`src/rtl/muldiv_unit.sv`:
```
// muldiv_unit: iterative RV32M unsigned multiply/divide unit (MUL, MULHU, DIVU, REMU).
// Start/busy/done handshake; the write-back word, index and enable feed the register file.
// Optional feature macro: MULDIV_EARLY_OUT_EN (MUL/MULHU leave RUN once the remaining multiplier bits are zero).
module muldiv_unit #(
  parameter int unsigned N = 32,
  parameter int unsigned M = 5
) (
  input  logic         clk,
  input  logic         rst,
  input  logic         start,
  input  logic [1:0]   op,
  input  logic [N-1:0] SrcA,
  input  logic [N-1:0] SrcB,
  input  logic [M-1:0] RdIn,
  output logic         busy,
  output logic         done,
  output logic [N-1:0] Result,
  output logic [M-1:0] RdOut,
  output logic         WE
);

  localparam int unsigned CW = $clog2(N + 1);

  typedef enum logic [1:0] {IDLE, RUN, DONE} state_t;

  state_t         state, state_d;
  logic [CW-1:0]  cnt;
  logic [1:0]     op_q;
  logic [N-1:0]   a_q;      // multiplicand
  logic [N-1:0]   b_q;      // divisor
  logic [N-1:0]   mplr;     // remaining multiplier bits, consumed LSB first
  logic [2*N-1:0] acc;      // product accumulator
  logic [N:0]     rem;      // partial remainder
  logic [N-1:0]   quo;      // dividend shifting out, quotient shifting in
  logic           dz;       // divide by zero: resolve after a single RUN cycle

  logic           accept_c;
  logic           last_c;
  logic [N-1:0]   addend_c;
  logic [N:0]     mul_sum_c;
  logic [2*N-1:0] acc_nx_c;
  logic [2*N-1:0] prod_c;
  logic [N:0]     div_sh_c;
  logic [N:0]     div_sub_c;
  logic           div_ge_c;
  logic [N:0]     rem_nx_c;
  logic [N-1:0]   quo_nx_c;
  logic [N-1:0]   res_c;
`ifdef MULDIV_EARLY_OUT_EN
  logic [CW-1:0]  sh_c;
`endif

  // One shift-add multiply step and one restoring divide step, plus result selection.
  always_comb begin
    addend_c  = mplr[0] ? a_q : N'(0);
    mul_sum_c = {1'b0, acc[2*N-1:N]} + {1'b0, addend_c};
    acc_nx_c  = {mul_sum_c, acc[N-1:1]};
`ifdef MULDIV_EARLY_OUT_EN
    // after cnt+1 iterations the product still needs N-1-cnt more right shifts
    sh_c      = CW'(N - 1) - cnt;
    prod_c    = acc_nx_c >> sh_c;
`else
    prod_c    = acc_nx_c;
`endif
    div_sh_c  = {rem[N-1:0], quo[N-1]};
    div_ge_c  = (div_sh_c >= {1'b0, b_q});
    div_sub_c = div_sh_c - {1'b0, b_q};
    rem_nx_c  = div_ge_c ? div_sub_c : div_sh_c;
    quo_nx_c  = {quo[N-2:0], div_ge_c};
    if (dz) begin
      res_c = op_q[0] ? quo : {N{1'b1}};
    end else begin
      unique case (op_q)
        2'b00:   res_c = prod_c[N-1:0];
        2'b01:   res_c = prod_c[2*N-1:N];
        2'b10:   res_c = quo_nx_c;
        default: res_c = rem_nx_c[N-1:0];
      endcase
    end
  end

  // Next-state logic and operand acceptance.
  always_comb begin
    state_d  = state;
    accept_c = 1'b0;
    last_c   = 1'b0;
    unique case (state)
      IDLE: begin
        if (start) begin
          accept_c = 1'b1;
          state_d  = RUN;
        end
      end
      RUN: begin
        last_c = dz || (cnt == CW'(N - 1));
`ifdef MULDIV_EARLY_OUT_EN
        if (!op_q[1] && ((mplr >> 1) == N'(0))) last_c = 1'b1;
`endif
        if (last_c) state_d = DONE;
      end
      default: begin
        if (start) begin
          accept_c = 1'b1;
          state_d  = RUN;
        end else begin
          state_d  = IDLE;
        end
      end
    endcase
  end

  // State register.
  always_ff @(posedge clk or posedge rst) begin
    if (rst) state <= IDLE;
    else     state <= state_d;
  end

  // Datapath registers, latched operands and registered handshake outputs.
  always_ff @(posedge clk or posedge rst) begin
    if (rst) begin
      cnt    <= '0;
      op_q   <= '0;
      a_q    <= '0;
      b_q    <= '0;
      mplr   <= '0;
      acc    <= '0;
      rem    <= '0;
      quo    <= '0;
      dz     <= 1'b0;
      Result <= '0;
      RdOut  <= '0;
      busy   <= 1'b0;
      done   <= 1'b0;
      WE     <= 1'b0;
    end else begin
      if (accept_c) begin
        cnt   <= '0;
        op_q  <= op;
        a_q   <= SrcA;
        b_q   <= SrcB;
        mplr  <= SrcB;
        acc   <= '0;
        rem   <= '0;
        quo   <= SrcA;
        dz    <= op[1] && (SrcB == N'(0));
        RdOut <= RdIn;
      end else if (state == RUN) begin
        cnt  <= cnt + CW'(1);
        acc  <= acc_nx_c;
        mplr <= mplr >> 1;
        rem  <= rem_nx_c;
        quo  <= quo_nx_c;
        if (last_c) Result <= res_c;
      end
      busy <= (state_d == RUN);
      done <= (state_d == DONE);
      WE   <= (state_d == DONE) && (RdOut != M'(0));
    end
  end

endmodule

```
`config.mk`:
```
export PLATFORM = sky130hd
export DESIGN_NAME = muldiv_unit
export DESIGN_NICKNAME = d
export VERILOG_FILES = /design/src/rtl/muldiv_unit.sv
export SDC_FILE = /design/constraint.sdc
export NUM_CORES = 1
export LEC_CHECK = 0
export CORE_MARGIN = 5
export CORE_UTILIZATION = 55
export DETAILED_ROUTE_END_ITERATION = 8
export HOLD_SLACK_MARGIN = 0.05
export PLACE_DENSITY_LB_ADDON = 0.15
export SYNTH_ARGS = -nofsm -noshare
export SYNTH_HDL_FRONTEND = slang
export SYNTH_SLANG_ARGS = --single-unit
```
`constraint.sdc`:
```
create_clock -name clk -period 20.8 [get_ports clk]
set_input_delay 3.12 -clock clk [delete_from_list [all_inputs] [get_ports clk]]
set_output_delay 3.12 -clock clk [all_outputs]
set_load 0.05 [all_outputs]
```
# Word-level counts from Yosys, hierarchy flattened
# Index checks and enable logic that the tools add are counted.
word_totals:
  ff_bits: 275
  latch_bits: 0
  ram_bits: 0
  mem_bits_ro: 0
  input_bits: 74
  out_inout_bits: 40
  n_memories: 0
op_classes:
  add_sub_neg: 3
  n_mul: 0
  div_mod_pow: 0
  magnitude_cmp: 1
  n_eq_ne: 6
  n_shift: 0
  mux: 22
  bitwise_logic: 1
  n_reduce_logical: 9
ops:
  columns: ["operator", "n"]
  rows:
  - ["$mux 32", 10]
  - ["$mux 64", 2]
  - ["$pmux 32 s3", 1]
  - ["$add 32x32->33", 1]
  - ["$ge 33x32->1", 1]
  - ["$logic_not 32->1", 1]
  - ["$sub 32x32->32", 1]
  - ["$mux 6", 2]
  - ["$add 6x1->6 const B", 1]
  - ["$eq 2x1->1 const B", 3]
  - ["$eq 6x5->1 const B", 1]
  - ["$reduce_bool 5->1", 1]
  - ["$eq 2x2->1 const B", 2]
  - ["$logic_not 2->1", 2]
  - ["$mux 1", 4]
  - ["$mux 2", 2]
  - ["$pmux 2 s2", 1]
  - ["$reduce_and 3->1", 1]
  - ["$logic_and 1x1->1", 2]
  - ["$reduce_bool 2->1", 1]
  - ["$logic_or 1x1->1", 1]
  - ["$not 1->1", 1]

# Depth between registers and ports, before layout
logic_depth:
  word_depth: 6
  mapped_depth: 14

# Worst setup path after synthesis
# Ideal clock, no wire load.
synth_timing:
  path_kind: "input port to flip-flop"
  startpoint: "input port start"
  endpoint: "register mplr[10]"
  setup_time_ns: 0.133
  arrival_time_ns: 4.457
  required_ns: 20.667
  slack_ns: 16.210
  path_stages: 5
  path_buffers: 3
  path_cell_list: "clkbuf_1 buf_1 buf_1 mux2i_1 o21ai_0"
synth_between:
  elab_chain_len: 3
synth_rtl:
  columns: ["item", "line_no", "text"]
  rows:
  - ["start, declared", "10", "input logic start,"]
  - ["$mux 1 (*)", "89, 102", null]
  - ["$mux 1 (*)", null, null]
  - ["$mux 32 / $reduce_bool 2->1 (equally long branches)", null, null]
  - ["end signal, assigned", "141", "mplr <= SrcB;"]
  - ["end signal, assigned", "150", "mplr <= mplr >> 1;"]
  - ["end, declared", "31", "logic [N-1:0] mplr;"]
# Every way passes the cells marked *; elsewhere a longest branch is shown, timed or not.
# A chain may end at the register's enable or synchronous reset.

# Worst setup path in the final report
layout_timing:
  startpoint: "register Result[0]"
  endpoint: "output port Result[0]"
layout_rtl:
  columns: ["item", "line_no", "text"]
  rows:
  - ["start, declared", "17", "output logic [N-1:0] Result,"]
  - ["start signal, assigned", "153", "if (last_c) Result <= res_c;"]
# No word-level cell between the ends.

==> insert_results.sql <==
INSERT INTO impl_metrics (metric_group, metric, value, unit) VALUES
('drt', 'post_drt_via_cell_ratio', '6.09', ''),
('synthesis', 'syn_area_per_cell', '9.00', 'µm²'),
('place', 'io_buffers', '113', ''),
('drt', 'drt_drc_violations_left', '0', ''),
('critical_path', 'critical_path.max_stage_delay', '0.84', 'ns'),
('sta', 'endpoints_failing_hold', '0', ''),
('sta', 'setup_viol_count_final', '0', ''),
('sta', 'worst_max_slew_pin_slew', '1.15', 'ns'),
('critical_path', 'r2r_setup_slack', '16.38', 'ns'),
('die', 'fp.dieArea', '0.0332', 'mm²'),
('die', 'die_y', '182', 'µm'),
('clocking', 'clock_sink_count', '274', ''),
('synthesis', 'synth_top_cells_by_count', 'sky130_fd_sc_hd__dfrtp_1, sky130_fd_sc_hd__o21ai_0, sky130_fd_sc_hd__nand2_1', ''),
('critical_path', 'setup.worst_path.start_class', 'register', ''),
('die', 'core_area', '0.0295', 'mm²'),
('place', 'post-place-cells', '2214', ''),
('critical_path', 'r2r_cells', '11', ''),
('layout', 'nFillCells', '2531', ''),
('hold_path', 'number_of_cells_traversed_by_the_worst_hold_path', '2', ''),
('hold_path', 'min-delay-path-class', 'reg -> reg', ''),
('sta', 'final.setup.tns', '0', 'ns'),
('synthesis', 'synth_enable_flop_cells', '0', ''),
('grt', 'grt_pass1_vias', '13600', ''),
('synthesis', 'synthArstFlopShare', '1.00', ''),
('critical_path', 'worstPathRequired', '17.68', 'ns'),
('die', 'die_w', '182', 'µm'),
('power_and_ir_drop', 'ir_drop', '0.0718', 'mV'),
('clocking', 'clock_insertion_delay_worst_skew', '0.51', 'ns'),
('critical_path', 'criticalPathCategory', 'reg -> out', ''),
('clocking', 'cts_post_setup_buffers_inserted', '0', ''),
('outcome', 'run_status', 'finished clean', ''),
('grt', 'grt_overflow_total', '0', ''),
('die', 'ios', '114', ''),
('power_and_ir_drop', 'power.leakage', '8.21', 'nW'),
('clocking', 'ctsRootBufferMaster', 'sky130_fd_sc_hd__clkbuf_16', ''),
('synthesis', 'ys.warnings.count', '0', ''),
('synthesis', 'ys_top_cells_by_area', 'sky130_fd_sc_hd__dfrtp_1, sky130_fd_sc_hd__o21ai_0, sky130_fd_sc_hd__mux2i_1, sky130_fd_sc_hd__mux2_2, sky130_fd_sc_hd__nand2_1', ''),
('sta', 'timing.max_slew.rel_slack', '0.231', ''),
('sta', 'finalCriticalPeriod', '4.86', 'ns'),
('die', 'initial_core_util', '0.553', ''),
('place', 'preCtsSetupSlack', '15.40', 'ns'),
('clocking', 'clock_path_buffers', '3', ''),
('critical_path', 'critical_path.slowest_cell', 'sky130_fd_sc_hd__clkdlybuf4s50_1', ''),
('drt', 'drt-initial-drc-count', '1136', ''),
('grt', 'overall_global_routing_usage', '0.280', ''),
('layout', 'insertedDiodeCount', '0', ''),
('place', 'hpwlAfterDp', '32.2', 'mm'),
('clocking', 'tritoncts', 'built', ''),
('drt', 'dr_total_vias', '13800', ''),
('sta', 'grt_setup_unrepaired', 'no', ''),
('sta', 'postLayoutSetupSlackWorst', '15.94', 'ns'),
('synthesis', 'number_of_storage_elements_in_the_synthesis_netlist', '274', ''),
('synthesis', 'yosys.cell_count.top_type', 'sky130_fd_sc_hd__dfrtp_1', ''),
('critical_path', 'timing.critical_path.to_type', 'output pin', ''),
('sta', 'timing_max_transition_violations_final', '0', ''),
('sta', 'fmaxAchievable', '206', 'MHz'),
('synthesis', 'synth_area_leader_cell', 'sky130_fd_sc_hd__dfrtp_1', ''),
('grt', 'grt_antenna_before_repair', '0', ''),
('place', 'place.gp.congestion', '0.964', ''),
('synthesis', 'postSynthNetCount', '1952', ''),
('power_and_ir_drop', 'totalPowerFinal', '3.02', 'mW'),
('synthesis', 'synth_top_area_share', '0.421', ''),
('grt', 'grt_max_degree', '225', ''),
('clocking', 'worst_setup_hold_path_clk_slew', '0.06', 'ns'),
('critical_path', 'critPathArrivalTime', '1.74', 'ns'),
('drt', 'drt_pre_antenna_iters', '5', ''),
('layout', 'instances_no_fill', '2273', ''),
('hold_path', 'hold-path-endpoint', 'Result[4]$_DFFE_PP0P_', ''),
('flow_run', 'max_cap_viol_count', '0', ''),
('hold_path', 'holdCritStartpoint', 'Result[4]$_DFFE_PP0P_', ''),
('layout', 'final_design_area_no_fill', '0.0187', 'mm²');
==> power breakdown <==
| group | switching, mW | leakage [nW] | internal [mW] |
|---|---|---|---|
| logic | 0.962 | 4.38 | 0.605 |
| clock network | 0.224 | 0.541 | 0.357 |
| registers | 0.149 | 3.28 | 0.720 |
| total | 1.33 | 8.21 | 1.68 |
==> cell usage in the layout (no fill, tap or decap), drive strengths merged, types with 54 or more instances in the layout <==
cell           synthesis  layout
mux2i                 96      96
dfrtp                274     274
clkbuf               100      54
nor2                  85      85
a21oi                118     118
nand2                246     246
inv                   61      62
ha                    65      65
mux2                  86      86
o21ai                258     258
clkdlybuf4s50          0     112
nand3                 73      73
==> routing by layer <==
metal | vias to the layer above | routed length (µm) | global-route usage
met5 | - | 0 | 0
met4 | 0 | 1070 | 0.0669
met3 | 75 | 3410 | 0.0528
met2 | 503 | 21700 | 0.448
met1 | 6711 | 21000 | 0.399
li1 | 6546 | - | -
==> state kept, by name (all words and copies together), names as in the netlist <==
name	count
rem	32
dz	1
done	1
busy	1
op_q	2
Result	32
state	2
a_q	32
mplr	32
WE	1
RdOut	5
quo	32
b_q	32
cnt	6
acc	63
==> how the worst max path moves through the flow <==
| stage | startpoint | cells past startpoint | slack [ns] | endpoint |
|---|---|---|---|---|
| after floorplan | rst | 1 | 10.13 | RdOut[0]$_DFFE_PP0P_ |
| after detailed placement | rst | 3 | 15.40 | rem[27]$_DFFE_PP0P_ |
| after global routing | rst | 3 | 15.64 | acc[63]$_DFFE_PP0P_ |
| after global placement | rst | 3 | 15.39 | acc[63]$_DFFE_PP0P_ |
| final | Result[0]$_DFFE_PP0P_ | 1 | 15.94 | Result[0] |
| after CTS | rst | 3 | 15.92 | acc[63]$_DFFE_PP0P_ |
==> area by class of cell <==
type / instances / area (µm²) / area share
inverters: 63 / 244 / 0.0130
flip-flops and latches: 274 / 6860 / 0.366
well taps: 390 / 488 / 0.0260
repair buffers: 128 / 1250 / 0.0669
clock inverters: 5 / 60.1 / 0.00320
clock buffers: 54 / 1050 / 0.0559
multi-input cells: 1359 / 8800 / 0.469
==> kinds of logic (layout without fill, tap and decap cells) <==
logic type / after synthesis / in the layout / share of synthesized area
and+or+nand+nor: 530 / 530 / 0.147
AOI/OAI and AO/OA: 521 / 521 / 0.187
DFF: 274 / 274 / 0.421
muxes: 184 / 184 / 0.121
buffers and inverters: 178 / 250 / 0.0416
adders and majority gates: 67 / 67 / 0.0523
xor gates and xnor gates: 57 / 57 / 0.0306
Power figures use the tool's default switching activity.
